## config.mk

```make
export PLATFORM = sky130hd
export DESIGN_NAME = fetch_btb
export DESIGN_NICKNAME = d
export VERILOG_FILES = /design/src/rtl/fetch_btb_pkg.sv /design/src/rtl/sat_ctr2.sv /design/src/rtl/fetch_btb.sv
export SDC_FILE = /design/constraint.sdc
export NUM_CORES = 1
export LEC_CHECK = 0
export ABC_AREA = 0
export CAP_MARGIN = 20
export CORE_AREA = 3 3 286 288
export CTS_BUF_LIST = sky130_fd_sc_hd__clkbuf_4 sky130_fd_sc_hd__clkbuf_8
export CTS_CLUSTER_SIZE = 16
export DETAILED_ROUTE_END_ITERATION = 10
export DIE_AREA = 0 0 289 291
export GPL_TIMING_DRIVEN = 0
export MAX_ROUTING_LAYER = met4
export PLACE_DENSITY = 0.49
export SLEW_MARGIN = 20
export SYNTH_ARGS = -nofsm -noshare
export SYNTH_HDL_FRONTEND = slang
export SYNTH_HIERARCHICAL = 1
export SYNTH_SLANG_ARGS = --single-unit
```

## constraint.sdc

```tcl
create_clock -name clk -period 7.6 [get_ports clk]
set_input_delay 1.9 -clock clk [delete_from_list [all_inputs] [get_ports clk]]
set_output_delay 1.9 -clock clk [all_outputs]
set_load 0.02 [all_outputs]
```

## src/rtl/fetch_btb_pkg.sv

```systemverilog
// rtl/fetch_btb_pkg.sv - shared BTB sizing, allocation counter value and entry layout
package fetch_btb_pkg;

    localparam int         BTB_ENTRIES  = 16;
    localparam logic [1:0] BTB_CTR_INIT = 2'b10;
    localparam int         BTB_IDXW     = $clog2(BTB_ENTRIES);
    localparam int         BTB_TAGW     = 15 - BTB_IDXW;

    typedef struct packed {
        logic                valid;
        logic [BTB_TAGW-1:0] tag;
        logic [15:0]         target;
        logic [1:0]          ctr;
    } btb_entry_t;

endpackage

```

## src/rtl/sat_ctr2.sv

```systemverilog
// rtl/sat_ctr2.sv - 2-bit saturating direction counter step
module sat_ctr2 (
    input  logic [1:0] ctr,
    input  logic       taken,
    output logic [1:0] ctr_next
);

    always_comb begin
        ctr_next = ctr;
        if (taken) begin
            if (ctr != 2'b11) ctr_next = ctr + 2'b01;
        end else begin
            if (ctr != 2'b00) ctr_next = ctr - 2'b01;
        end
    end

endmodule

```

## src/rtl/fetch_btb.sv

```systemverilog
// rtl/fetch_btb.sv - direct-mapped BTB with combinational lookup and resolved-branch training
module fetch_btb
    import fetch_btb_pkg::*;
#(
    parameter int         ENTRIES  = BTB_ENTRIES,
    parameter logic [1:0] CTR_INIT = BTB_CTR_INIT
) (
    input  logic        clk,
    input  logic        reset,
    input  logic [15:0] i_pc,
    output logic        o_valid,
    output logic [15:0] o_BT,
    input  logic        i_upd_en,
    input  logic [15:0] i_upd_pc,
    input  logic [15:0] i_upd_target,
    input  logic        i_upd_taken,
    input  logic        i_flush
);

    localparam int IDXW = $clog2(ENTRIES);
    localparam int TAGW = 15 - IDXW;

    typedef struct packed {
        logic            valid;
        logic [TAGW-1:0] tag;
        logic [15:0]     target;
        logic [1:0]      ctr;
    } entry_t;

    // Register array rather than RAM: lookup must be readable in the same cycle.
    entry_t table_q [ENTRIES];

    logic [IDXW-1:0] lk_idx;
    logic [TAGW-1:0] lk_tag;
    entry_t          lk_ent;
    logic            lk_hit;

    logic [IDXW-1:0] up_idx;
    logic [TAGW-1:0] up_tag;
    entry_t          up_ent;
    logic            up_hit;
    logic [1:0]      up_ctr_next;

    // Instruction PCs are halfword aligned, so bit 0 carries no information.
    logic unused_pc_lsb;
    assign unused_pc_lsb = i_pc[0] ^ i_upd_pc[0];

    assign lk_idx = i_pc[IDXW:1];
    assign lk_tag = i_pc[15:IDXW+1];
    assign lk_ent = table_q[lk_idx];
    assign lk_hit = lk_ent.valid && (lk_ent.tag == lk_tag);

    assign o_valid = lk_hit && lk_ent.ctr[1];
    assign o_BT    = o_valid ? lk_ent.target : 16'h0000;

    assign up_idx = i_upd_pc[IDXW:1];
    assign up_tag = i_upd_pc[15:IDXW+1];
    assign up_ent = table_q[up_idx];
    assign up_hit = up_ent.valid && (up_ent.tag == up_tag);

    sat_ctr2 u_sat_ctr2 (
        .ctr      (up_ent.ctr),
        .taken    (i_upd_taken),
        .ctr_next (up_ctr_next)
    );

    always_ff @(posedge clk) begin
        if (reset) begin
            for (int i = 0; i < ENTRIES; i++) begin
                table_q[i] <= '0;
            end
        end else if (i_flush) begin
            for (int i = 0; i < ENTRIES; i++) begin
                table_q[i].valid <= 1'b0;
            end
        end else if (i_upd_en) begin
            if (up_hit) begin
                table_q[up_idx].ctr <= up_ctr_next;
                if (i_upd_taken) table_q[up_idx].target <= i_upd_target;
            end else if (i_upd_taken) begin
                // Taken miss replaces whatever alias occupied the slot.
                table_q[up_idx].valid  <= 1'b1;
                table_q[up_idx].tag    <= up_tag;
                table_q[up_idx].target <= i_upd_target;
                table_q[up_idx].ctr    <= CTR_INIT;
            end
        end
    end

endmodule

```

==> qor.log, run 1 <==
[placed_design] routability cong. 0.9049
[floorplan] vertical die dimension 291 um
[setup_path] origin of the critical flop-to-flop path table_q[11][25]
[placed_design] sum of net half-perimeters after detailed placement 54970 um
[logic_synthesis] main flop type after synthesis sky130_fd_sc_hd__edfxtp_1
[setup_path] data arrival time at the worst-slack endpoint 5.57 ns
[status] result of the run completed
[clock_tree] hold buffer count at cts 0
[setup_path] length in cells of the worst reg-to-reg path 9
[timing] max_slew headroom 18.66%
[logic_synthesis] register bit total from synthesis 480
[floorplan] number of top-level design ports 70
[timing] number of hold violations in the final report 0
[timing] maximum clock skew at final layout 0.05182 ns
[setup_path] startpoint types input pin
[logic_synthesis] count of flip-flops with a built-in enable after synthesis 464
[clock_tree] library cell used as clock root buffer sky130_fd_sc_hd__clkbuf_8
[route] Routed wire per std cell 27.70 um
[logic_synthesis] number of nets produced by synthesis 1683
[timing] hold slack 0.4637 ns
[setup_path] reg-to-reg critical path endpoint table_q[0][24]
[route] post-route DRC violation count 0
[route] number of nets with antenna violations after detailed routing 0
[final_layout] area of all placed cells without fillers 0.02750 sq mm
[timing] final number of setup-violating endpoints 0
[clock_tree] Max H-tree Level 3
[setup_path] data required time at the worst endpoint 5.70 ns
[pwr] switching power of the nets 1.571 mW
[setup_path] CP Max Fanout 10
[pwr] sequential cell fraction of total power 50.2%
[clock_tree] clock transition time at the flip-flop clock pins of the worst setup and hold paths 0.06 ns
[grt] global-route usage over all layers 19.78%
[flow_run] MaxCap Viol Count 0
[final_layout] share of post-route cells with drive strength above 1 23.20%
[pwr] internal power 4.562 mW
[pwr] power density normalized to cell area 223.0 mW/mm^2
[placed_design] # port buffers 63
[min_path] endpoint of the worst hold-timing path table_q[10][29]
[timing] final worst slack 0.1345 ns
[placed_design] Post-Place Setup Slack -1.933 ns
[route] detailed-route vias per instance 5.251
[grt] initial antenna violation count 4
[route] routed wire length 80420 um
[min_path] worst min-delay path startpoint table_q[10][29]
[route] Detailed Route Iter0 Violations 1761
[grt] Congestion Overflow GR 0
[timing] post-route fraction of the period consumed by the critical path 98.23%
[min_path] HP Class reg2reg
[timing] RSZ-0062 raised after global routing no
[pwr] combinational share of power 10.3%
[grt] vias in the first global route 15936
[clock_tree] number of clock sinks 480
[timing] post-layout minimum cycle time 7.466 ns
[floorplan] horizontal die dimension 289 um
[logic_synthesis] post-synthesis average cell area 14.57 sq um
[logic_synthesis] count of mapped cells out of synthesis 1630
[final_layout] Post-Layout Cell Count 2903
[grt] largest net degree at the start of global routing 18
[clock_tree] number of clock buffers inserted by TritonCTS 87
[pwr] leakage power total 9.284 nW
[setup_path] slack of the worst reg-to-reg path 3.41 ns
[logic_synthesis] asr flop ratio synth 0%
[final_layout] most common cell after layout, fill and taps aside sky130_fd_sc_hd__edfxtp_1
[timing] maximum clock frequency 0.1339 GHz
[logic_synthesis] count of distinct cell types in the synthesized netlist 51
[final_layout] commonest cells after routing, fill and taps aside sky130_fd_sc_hd__edfxtp_1, sky130_fd_sc_hd__and2_1, sky130_fd_sc_hd__nor2_1, sky130_fd_sc_hd__mux4_2, sky130_fd_sc_hd__clkbuf_8
[final_layout] register name with the most flops table_q
[placed_design] post-place instance area 0.02570 sq mm
[pwr] switching fraction of total power 25.62%
[timing] Final Slew Violations 0
[logic_synthesis] synth warn 6
[grt] first-pass GRT wire length 114900 um
[route] count of vias placed by the detailed router 15244
[floorplan] Floorplan Core Area 0.07913 sq mm
[final_layout] relative area change from synthesis to final layout 15.84%
[floorplan] area of the die 0.08410 sq mm
[placed_design] number of placed cells counting well taps 2743
[logic_synthesis] sequential fraction of the synthesis area 60.04%
[pwr] part of the power in the clock network 39.6%
[clock_tree] Clk Latency, worst-skew pair 0.69 ns
[clock_tree] CTS tree done
[setup_path] sort of element at the end of the critical path output port
[logic_synthesis] post-synthesis instance area 0.02374 sq mm
[setup_path] CP Class in2out
[final_layout] number of fill cells in the layout 7806
[final_layout] fin nets 1837
[min_path] number of instances on the worst hold path 2
[final_layout] Largest register FFs 480
[timing] transition time at the pin with the least slew margin 1.220 ns
[timing] sum of negative setup slack 0 ns
[floorplan] number of standard-cell rows in the floorplan 103
[floorplan] Initial Utilization 30.00%
[route] DR pass1 iterations 6
[final_layout] largest registers table_q (480)
[clock_tree] deepest clock path buffer count 3
[pwr] worst supply voltage drop on vdd 0.0001165 V
[final_layout] Core Util, Final 34.76%
[pwr] sum of internal, switching and leakage power 6.133 mW
cell type report:
class	count	area (sq um)	share of cell area [%]
multi-input combinational	1018	8937	32.50
clock buffer	124	1475	5.364
clock inverter	30	201.4	0.7325
timing repair buffer	65	651.9	2.370
antenna	4	10.01	0.03640
sequential	480	14250	51.83
inverter	4	15.01	0.05460
buffer	128	643.1	2.338
tap	1050	1314	4.777
logic make-up (layout without fill, tap and decap cells):
family,after synthesis,after routing,synth area share (%)
compound gates,74,74,2.108
xor+xnor,29,29,1.070
fa+ha+maj,2,2,0.09485
buf+inv,132,351,2.503
flops,480,480,60.04
mux,233,233,19.38
other cells,0,4,0
simple gates,680,680,14.80
what timing repair did:
item / CTS / global route
endpoints found under the setup margin: 17 / 11
buffers inserted: 2 / 0
cloned: 0 / 0
gates resized for setup: 34 / 10
pin swaps: 1 / 1
power by group through the flow:
stage	Clock, mW	Combinational (mW)	Sequential, mW
finish	2.43	0.629	3.08
global route	2.59	0.660	3.09
CTS	2.46	0.632	3.08
detailed placement	0	0.626	3.13
global placement	0	0.623	3.12
floorplan	0	0.384	3.11
layer usage:
| metal | share of wire (%) | track usage [%] | vias to the layer above |
|---|---|---|---|
| met5 | 0 | - | - |
| met4 | 3.0 | 6.086 | 0 |
| met3 | 7.1 | 4.072 | 158 |
| met2 | 48 | 30.77 | 672 |
| met1 | 42 | 26.08 | 7999 |
| li1 | - | - | 6415 |
critical path, stage by stage:
cell,delay [ns]
sky130_fd_sc_hd__clkdlybuf4s15_2,0.34
sky130_fd_sc_hd__buf_6,0.26
sky130_fd_sc_hd__buf_2,0.36
sky130_fd_sc_hd__clkbuf_2,0.37
sky130_fd_sc_hd__clkbuf_1,0.69
sky130_fd_sc_hd__mux4_2,0.42
sky130_fd_sc_hd__mux4_2,0.52
sky130_fd_sc_hd__nor2b_1,0.16
sky130_fd_sc_hd__clkdlybuf4s50_1,0.53
how the worst max path moves through the flow:
stage	to	start	cells after the start
2_1_floorplan	o_BT[10]	i_pc[1]	9
4_1_cts	o_BT[9]	i_pc[1]	12
6_report	o_BT[2]	i_pc[2]	9
3_5_place_dp	o_BT[9]	i_pc[2]	11
3_3_place_gp	o_BT[10]	i_pc[2]	11
5_1_grt	o_BT[7]	i_pc[1]	14
synthesized netlist by cell type (5+ instances only):
master / count / area, sq um
sky130_fd_sc_hd__mux2i_1: 39 / 390.4
sky130_fd_sc_hd__nand2_2: 5 / 31.28
sky130_fd_sc_hd__mux2_2: 14 / 157.7
sky130_fd_sc_hd__o21ai_1: 12 / 60.06
sky130_fd_sc_hd__buf_2: 34 / 170.2
sky130_fd_sc_hd__nand2b_1: 31 / 193.9
sky130_fd_sc_hd__o211ai_1: 5 / 37.54
sky130_fd_sc_hd__nand3_1: 27 / 135.1
sky130_fd_sc_hd__nand2_1: 79 / 296.5
sky130_fd_sc_hd__xor2_1: 13 / 113.9
sky130_fd_sc_hd__o21bai_1: 14 / 105.1
sky130_fd_sc_hd__o22ai_1: 6 / 37.54
sky130_fd_sc_hd__mux4_2: 180 / 4054
sky130_fd_sc_hd__and2_1: 257 / 1608
sky130_fd_sc_hd__clkbuf_1: 73 / 274.0
sky130_fd_sc_hd__nor2b_1: 22 / 137.6
sky130_fd_sc_hd__xnor2_1: 16 / 140.1
sky130_fd_sc_hd__buf_4: 7 / 52.55
sky130_fd_sc_hd__a21oi_1: 6 / 30.03
sky130_fd_sc_hd__buf_1: 10 / 37.54
sky130_fd_sc_hd__nor2_1: 222 / 833.3
sky130_fd_sc_hd__edfxtp_1: 464 / 13930
sky130_fd_sc_hd__o21ai_0: 10 / 50.05
sky130_fd_sc_hd__dfxtp_1: 16 / 320.3
sky130_fd_sc_hd__or2_2: 10 / 62.56
Power figures use the tool's default switching activity.
==> run 2: changes to the inputs <==
- clock period: 7.6 -> 8.27 ns (I/O delays scaled with it)
==> run 2 against run 1 <==
  * Clock power decreased by 8.6%
  * Cell area down 0.15%
  * Clock skew up 0.0012 ns
  * Utilization is 0.052 points lower
  * Critical endpoint is now o_BT[9]
  * Count of clock-buffer cells in the layout unchanged
  * Wire length is 0.12% lower
  * Register-to-register slack better by 0.68 ns
  * Die area is the same
  * Via count is 0.41% lower
  * Critical path depth increased by 2
==> qor.log, run 2 (synthesis gave the netlist of run 1 again) <==
[timing] transition time at the pin with the least slew margin 1.220 ns
[setup_path] data arrival time at the worst-slack endpoint 5.97 ns
[grt] global-route usage over all layers 19.77%
[setup_path] ordered cell list for the critical path clkdlybuf4s50_1, clkbuf_2, mux4_2, xnor2_1, o211ai_1, a21oi_2, nand4_1, buf_4, clkbuf_1, nor2b_1, clkdlybuf4s50_1
[final_layout] number of fill cells in the layout 7808
[timing] max_slew headroom 18.65%
[clock_tree] deepest clock path buffer count 3
[pwr] leakage power total 9.231 nW
[timing] RSZ-0062 raised after global routing no
[clock_tree] clock transition time at the flip-flop clock pins of the worst setup and hold paths 0.06 ns
[floorplan] horizontal die dimension 289 um
[grt] Congestion Overflow GR 0
[clock_tree] Max H-tree Level 3
[placed_design] Post-Place Setup Slack -1.598 ns
[placed_design] # port buffers 63
[timing] maximum clock frequency 0.1245 GHz
[setup_path] sort of element at the end of the critical path output port
[timing] Final Slew Violations 0
[route] number of nets with antenna violations after detailed routing 0
[timing] hold slack 0.4623 ns
[timing] final number of setup-violating endpoints 0
[status] result of the run completed
[setup_path] cell class contributing the biggest share of worst-path delay buffers and inverters
[final_layout] share of post-route cells with drive strength above 1 23.04%
[route] count of vias placed by the detailed router 15181
[final_layout] commonest cells after routing, fill and taps aside sky130_fd_sc_hd__edfxtp_1, sky130_fd_sc_hd__and2_1, sky130_fd_sc_hd__nor2_1, sky130_fd_sc_hd__mux4_2, sky130_fd_sc_hd__clkbuf_8
[final_layout] most common cell after layout, fill and taps aside sky130_fd_sc_hd__edfxtp_1
[floorplan] area of the die 0.08410 sq mm
[clock_tree] library cell used as clock root buffer sky130_fd_sc_hd__clkbuf_8
[timing] maximum clock skew at final layout 0.05304 ns
[floorplan] Floorplan Core Area 0.07913 sq mm
[setup_path] length in cells of the worst reg-to-reg path 9
[final_layout] relative area change from synthesis to final layout 15.66%
[route] detailed-route vias per instance 5.229
[route] DR pass1 iterations 6
[setup_path] delay of the slowest cell on the worst path 0.71 ns
[route] Detailed Route Iter0 Violations 1687
[floorplan] vertical die dimension 291 um
[timing] number of hold violations in the final report 0
[pwr] internal power 4.190 mW
[clock_tree] Clk Latency, worst-skew pair 0.70 ns
[grt] initial antenna violation count 5
[timing] post-layout minimum cycle time 8.034 ns
[pwr] part of the power in the clock network 39.5%
[flow_run] MaxCap Viol Count 0
[final_layout] register name with the most flops table_q
[floorplan] number of standard-cell rows in the floorplan 103
[clock_tree] number of clock sinks 480
[clock_tree] number of clock buffers inserted by TritonCTS 87
[clock_tree] CTS tree done
[pwr] combinational share of power 10.2%
[final_layout] sequential cell area 0.01425 sq mm
[final_layout] largest registers table_q (480)
[grt] largest net degree at the start of global routing 18
[setup_path] startpoint types input pin
[floorplan] number of top-level design ports 70
[route] post-route DRC violation count 0
[clock_tree] hold buffer count at cts 0
[floorplan] Initial Utilization 30.00%
[final_layout] Largest register FFs 480
[pwr] switching power of the nets 1.438 mW
[timing] final worst slack 0.2356 ns
[setup_path] data required time at the worst endpoint 6.20 ns
[pwr] power density normalized to cell area 205.0 mW/mm^2
[pwr] worst supply voltage drop on vdd 0.0001067 V
[route] Routed wire per std cell 27.67 um
[setup_path] Most common cell on crit path sky130_fd_sc_hd__clkdlybuf4s50_1
[placed_design] routability cong. 0.9049
[pwr] sequential cell fraction of total power 50.3%
[min_path] number of instances on the worst hold path 2
[final_layout] multi-input gate area in the final layout 0.008925 sq mm
[final_layout] fin nets 1837
[min_path] HP Class reg2reg
[route] routed wire length 80320 um
[placed_design] sum of net half-perimeters after detailed placement 54970 um
[setup_path] cell depth of the worst setup path 11
[setup_path] Critical Path Slowest Stage Cell sky130_fd_sc_hd__clkdlybuf4s50_1
[setup_path] buffering stage count on the worst path with inverters included 5
[pwr] switching fraction of total power 25.55%
[grt] first-pass GRT wire length 114900 um
[setup_path] CP Max Fanout 10
[grt] vias in the first global route 15933
[timing] post-route fraction of the period consumed by the critical path 97.15%
[setup_path] CP Class in2out
## run 2: cell types whose count changed in the layout (fill, tap and decap cells not counted), sizes merged
cell           before  now
dlymetal6s2s        2    0
clkdlybuf4s50      60   62
clkbuf            197  202
dlygate4sd2         0    1
buf                57   52
clkdlybuf4s15       1    0
## run 2: cell type report
cell class	count	share of cell area (%)
Timing Repair Buffer	65	2.347
Sequential cell	480	51.91
Inverter	4	0.05468
Buffer	128	2.265
Clock buffer	124	5.372
Antenna cell	4	0.03645
Clock inverter	30	0.7336
Multi-Input combinational cell	1018	32.50
Tap cell	1050	4.784
## run 2: per-layer routing
metal  track usage, %  vias up  part of all wire, %
met5                -        -                    0
met4            6.122        0                  3.0
met3            4.072      149                  7.5
met2            30.74      716                   48
met1            26.08     7901                   42
li1                 -     6415                    -
## run 2: final timing paths
kind	start	endpoint	slack, ns
setup / recovery	i_pc[4]	o_BT[9]	0.24
hold reg to reg	table_q[10][29]	table_q[10][29]	0.46
hold / removal	table_q[10][29]	table_q[10][29]	0.46
setup reg to reg	table_q[11][25]	table_q[0][24]	4.09
## run 2: repair_timing
action                                  CTS  global route
cloned                                    0             0
gates resized for setup                  21             6
setup buffers                             2             0
pin swaps                                 1             0
endpoints found under the setup margin   17            10
## run 2: power groups by stage
stage                     sequential, mW  clock [mW]  combinational (mW)
after floorplan                     2.86           0               0.353
after global placement              2.87           0               0.573
after detailed placement            2.88           0               0.575
after CTS                           2.83        2.26               0.579
after global routing                2.84        2.38               0.604
final                               2.83        2.22               0.575
## run 2: per-stage QoR
stage / setup TNS, ns / area, sq um / std cells / total power [mW] / util, %
after floorplan: 0 / 23740 / 1630 / 3.210 / -
after global placement: -24.11 / 25690 / 2743 / 3.444 / 32.46
after detailed placement: -24.28 / 25700 / 2743 / 3.454 / 32.48
after CTS: 0 / 27440 / 2899 / 5.666 / 34.67
after global routing: 0 / 27460 / 2903 / 5.825 / 34.70
final: 0 / 27460 / 2903 / 5.628 / 34.70
## run 2: worst reg2reg max path, cell delays in order, from the launching register on
cell,delay (ns)
sky130_fd_sc_hd__edfxtp_1,0.39
sky130_fd_sc_hd__mux4_2,0.49
sky130_fd_sc_hd__mux2i_1,0.24
sky130_fd_sc_hd__xnor2_1,0.12
sky130_fd_sc_hd__or3_1,0.33
sky130_fd_sc_hd__a211oi_2,0.34
sky130_fd_sc_hd__nand4_2,0.49
sky130_fd_sc_hd__clkbuf_1,0.37
sky130_fd_sc_hd__nand2_1,0.21
sky130_fd_sc_hd__nand2b_1,0.66
==> run 3: changes to the inputs <==
- clock period: 8.27 -> 7.8 ns (I/O delays scaled with it)
==> run 3 against run 2 <==
  * Non-clock buffer count unchanged
  * Wire length barely moved
  * Worst hold slack got worse by 0.0028 ns
  * Sequential share of layout area shrank 0.052 points
  * Cell area rose by 0.10%
  * Power rose by 6.1%
  * Global-route usage barely moved
  * Register-to-register slack worse by 0.47 ns
  * Die area did not move
  * Largest power group unchanged
  * Sequential power increased by 6%
  * Critical path type unchanged
==> qor.log, run 3 (synthesis gave the netlist of run 1 again) <==
[status] result of the run completed
[setup_path] data arrival time at the worst-slack endpoint 5.66 ns
[flow_run] MaxCap Viol Count 0
[route] detailed-route vias per instance 5.256
[pwr] leakage power total 9.245 nW
[setup_path] ordered cell list for the critical path clkdlybuf4s50_1, clkbuf_4, mux4_2, xnor2_2, nand4_1, nor2_2, nand4_1, buf_4, clkbuf_1, nor2b_1, clkdlybuf4s50_1
[min_path] HP Class reg2reg
[clock_tree] Max H-tree Level 3
[clock_tree] library cell used as clock root buffer sky130_fd_sc_hd__clkbuf_8
[setup_path] CP Class in2out
[final_layout] most common cell after layout, fill and taps aside sky130_fd_sc_hd__edfxtp_1
[min_path] endpoint of the worst hold-timing path table_q[4][29]
[clock_tree] hold buffer count at cts 0
[timing] final worst slack 0.1878 ns
[route] Routed wire per std cell 27.65 um
[final_layout] register name with the most flops table_q
[clock_tree] number of clock sinks 480
[grt] vias in the first global route 15936
[route] post-route DRC violation count 0
[min_path] worst min-delay path startpoint table_q[4][29]
[route] count of vias placed by the detailed router 15259
[placed_design] post-place instance area 0.02570 sq mm
[setup_path] Critical Path Slowest Stage Cell sky130_fd_sc_hd__clkdlybuf4s50_1
[final_layout] Core Util, Final 34.74%
[timing] number of hold violations in the final report 0
[placed_design] sum of net half-perimeters after detailed placement 54970 um
[setup_path] length in cells of the worst reg-to-reg path 9
[route] Detailed Route Iter0 Violations 1827
[clock_tree] clock transition time at the flip-flop clock pins of the worst setup and hold paths 0.05 ns
[route] DR pass1 iterations 5
[grt] Congestion Overflow GR 0
[timing] transition time at the pin with the least slew margin 1.206 ns
[timing] RSZ-0062 raised after global routing no
[clock_tree] deepest clock path buffer count 3
[final_layout] largest registers table_q (480)
[placed_design] number of placed cells counting well taps 2743
[clock_tree] CTS tree done
[final_layout] area of all placed cells without fillers 0.02749 sq mm
[grt] initial antenna violation count 4
[timing] maximum clock frequency 0.1314 GHz
[setup_path] startpoint types input pin
[pwr] sum of internal, switching and leakage power 5.970 mW
[pwr] worst supply voltage drop on vdd 0.0001129 V
[final_layout] fin nets 1837
[setup_path] data required time at the worst endpoint 5.85 ns
[floorplan] Initial Utilization 30.00%
[floorplan] Floorplan Core Area 0.07913 sq mm
[clock_tree] number of clock buffers inserted by TritonCTS 87
[setup_path] reg-to-reg critical path endpoint table_q[0][24]
[timing] final number of setup-violating endpoints 0
[setup_path] delay of the slowest cell on the worst path 0.70 ns
[floorplan] vertical die dimension 291 um
[pwr] power density normalized to cell area 217.2 mW/mm^2
[timing] max_slew headroom 19.61%
[placed_design] # port buffers 63
[min_path] number of instances on the worst hold path 2
[timing] maximum clock skew at final layout 0.04732 ns
[final_layout] Largest register FFs 480
[final_layout] commonest cells after routing, fill and taps aside sky130_fd_sc_hd__edfxtp_1, sky130_fd_sc_hd__and2_1, sky130_fd_sc_hd__nor2_1, sky130_fd_sc_hd__mux4_2, sky130_fd_sc_hd__clkbuf_8
[timing] post-layout minimum cycle time 7.612 ns
[final_layout] Post-Layout Cell Count 2903
[floorplan] number of top-level design ports 70
[setup_path] origin of the critical flop-to-flop path table_q[11][25]
[timing] Final Slew Violations 0
[floorplan] horizontal die dimension 289 um
[floorplan] area of the die 0.08410 sq mm
[route] number of nets with antenna violations after detailed routing 0
[grt] largest net degree at the start of global routing 18
[floorplan] number of standard-cell rows in the floorplan 103
[placed_design] routability cong. 0.9049
[timing] post-route fraction of the period consumed by the critical path 97.59%
[setup_path] slack of the worst reg-to-reg path 3.62 ns
[setup_path] sort of element at the end of the critical path output port
[grt] first-pass GRT wire length 114900 um
[route] routed wire length 80280 um
[clock_tree] Clk Latency, worst-skew pair 0.70 ns
[placed_design] Post-Place Setup Slack -1.833 ns
[final_layout] share of post-route cells with drive strength above 1 23.20%
[setup_path] CP Max Fanout 10
[grt] global-route usage over all layers 19.78%
[final_layout] relative area change from synthesis to final layout 15.78%
==> run 3: cell types whose count changed in the layout (fill, tap and decap cells not counted) <==
cell / change
sky130_fd_sc_hd__buf_4: +1
sky130_fd_sc_hd__buf_6: +3
sky130_fd_sc_hd__clkdlybuf4s15_2: +1
sky130_fd_sc_hd__clkbuf_2: -1
sky130_fd_sc_hd__xnor2_2: +1
sky130_fd_sc_hd__xnor2_1: -1
sky130_fd_sc_hd__dlygate4sd2_1: -1
sky130_fd_sc_hd__clkbuf_4: -2
sky130_fd_sc_hd__buf_1: -1
==> run 3: cell type report <==
cell class,count,area (sq um)
Clock buffer,124,1475
Sequential cell,480,14250
Tap cell,1050,1314
Multi-Input combinational cell,1018,8932
Buffer,128,639.4
Clock inverter,30,201.4
Inverter,4,15.01
Timing Repair Buffer,65,646.9
Antenna cell,4,10.01
Fill cell,7805,51640
==> run 3: repair_timing <==
action,CTS,global route
setup endpoints to repair,17,10
pin swaps,1,0
gates resized for setup,30,9
setup buffers,2,0
==> run 3: worst max-delay path, delay by kind of cell <==
kind	cells	cell delay (ns)
AND/OR/NAND/NOR	4	0.82
buffers and inverters	5	2.20
multiplexers	1	0.43
XOR/XNOR	1	0.26
==> run 3: report_power, final <==
part	internal (mW)	switching, mW
sequential	2.95	0.0468
clock	1.23	1.13
combinational	0.258	0.353
total	4.44	1.53
==> run 3: how the worst max path moves through the flow <==
stage,slack (ns),end,cells after the start,startpoint
floorplan,1.25,o_BT[10],9,i_pc[1]
CTS,0.03,o_BT[9],12,i_pc[1]
detailed placement,-1.83,o_BT[9],11,i_pc[2]
global placement,-1.80,o_BT[10],11,i_pc[2]
finish,0.19,o_BT[9],11,i_pc[4]
global route,0.02,o_BT[9],12,i_pc[1]
==> run 3: layer usage <==
layer | vias to the layer above | global-route usage (%) | share of wire, %
met5 | - | - | 0
li1 | 6413 | - | -
met4 | 0 | 6.122 | 3.1
met1 | 7996 | 26.09 | 42
met2 | 692 | 30.73 | 47
met3 | 158 | 4.072 | 7.5
==> run 3: metrics by stage <==
step | TNS [ns] | hold WS, ns
floorplan | 0 | 0.4291
global placement | -28.11 | 0.4471
detailed placement | -28.27 | 0.4511
CTS | 0 | 0.4618
global route | 0 | 0.4882
finish | 0 | 0.4596
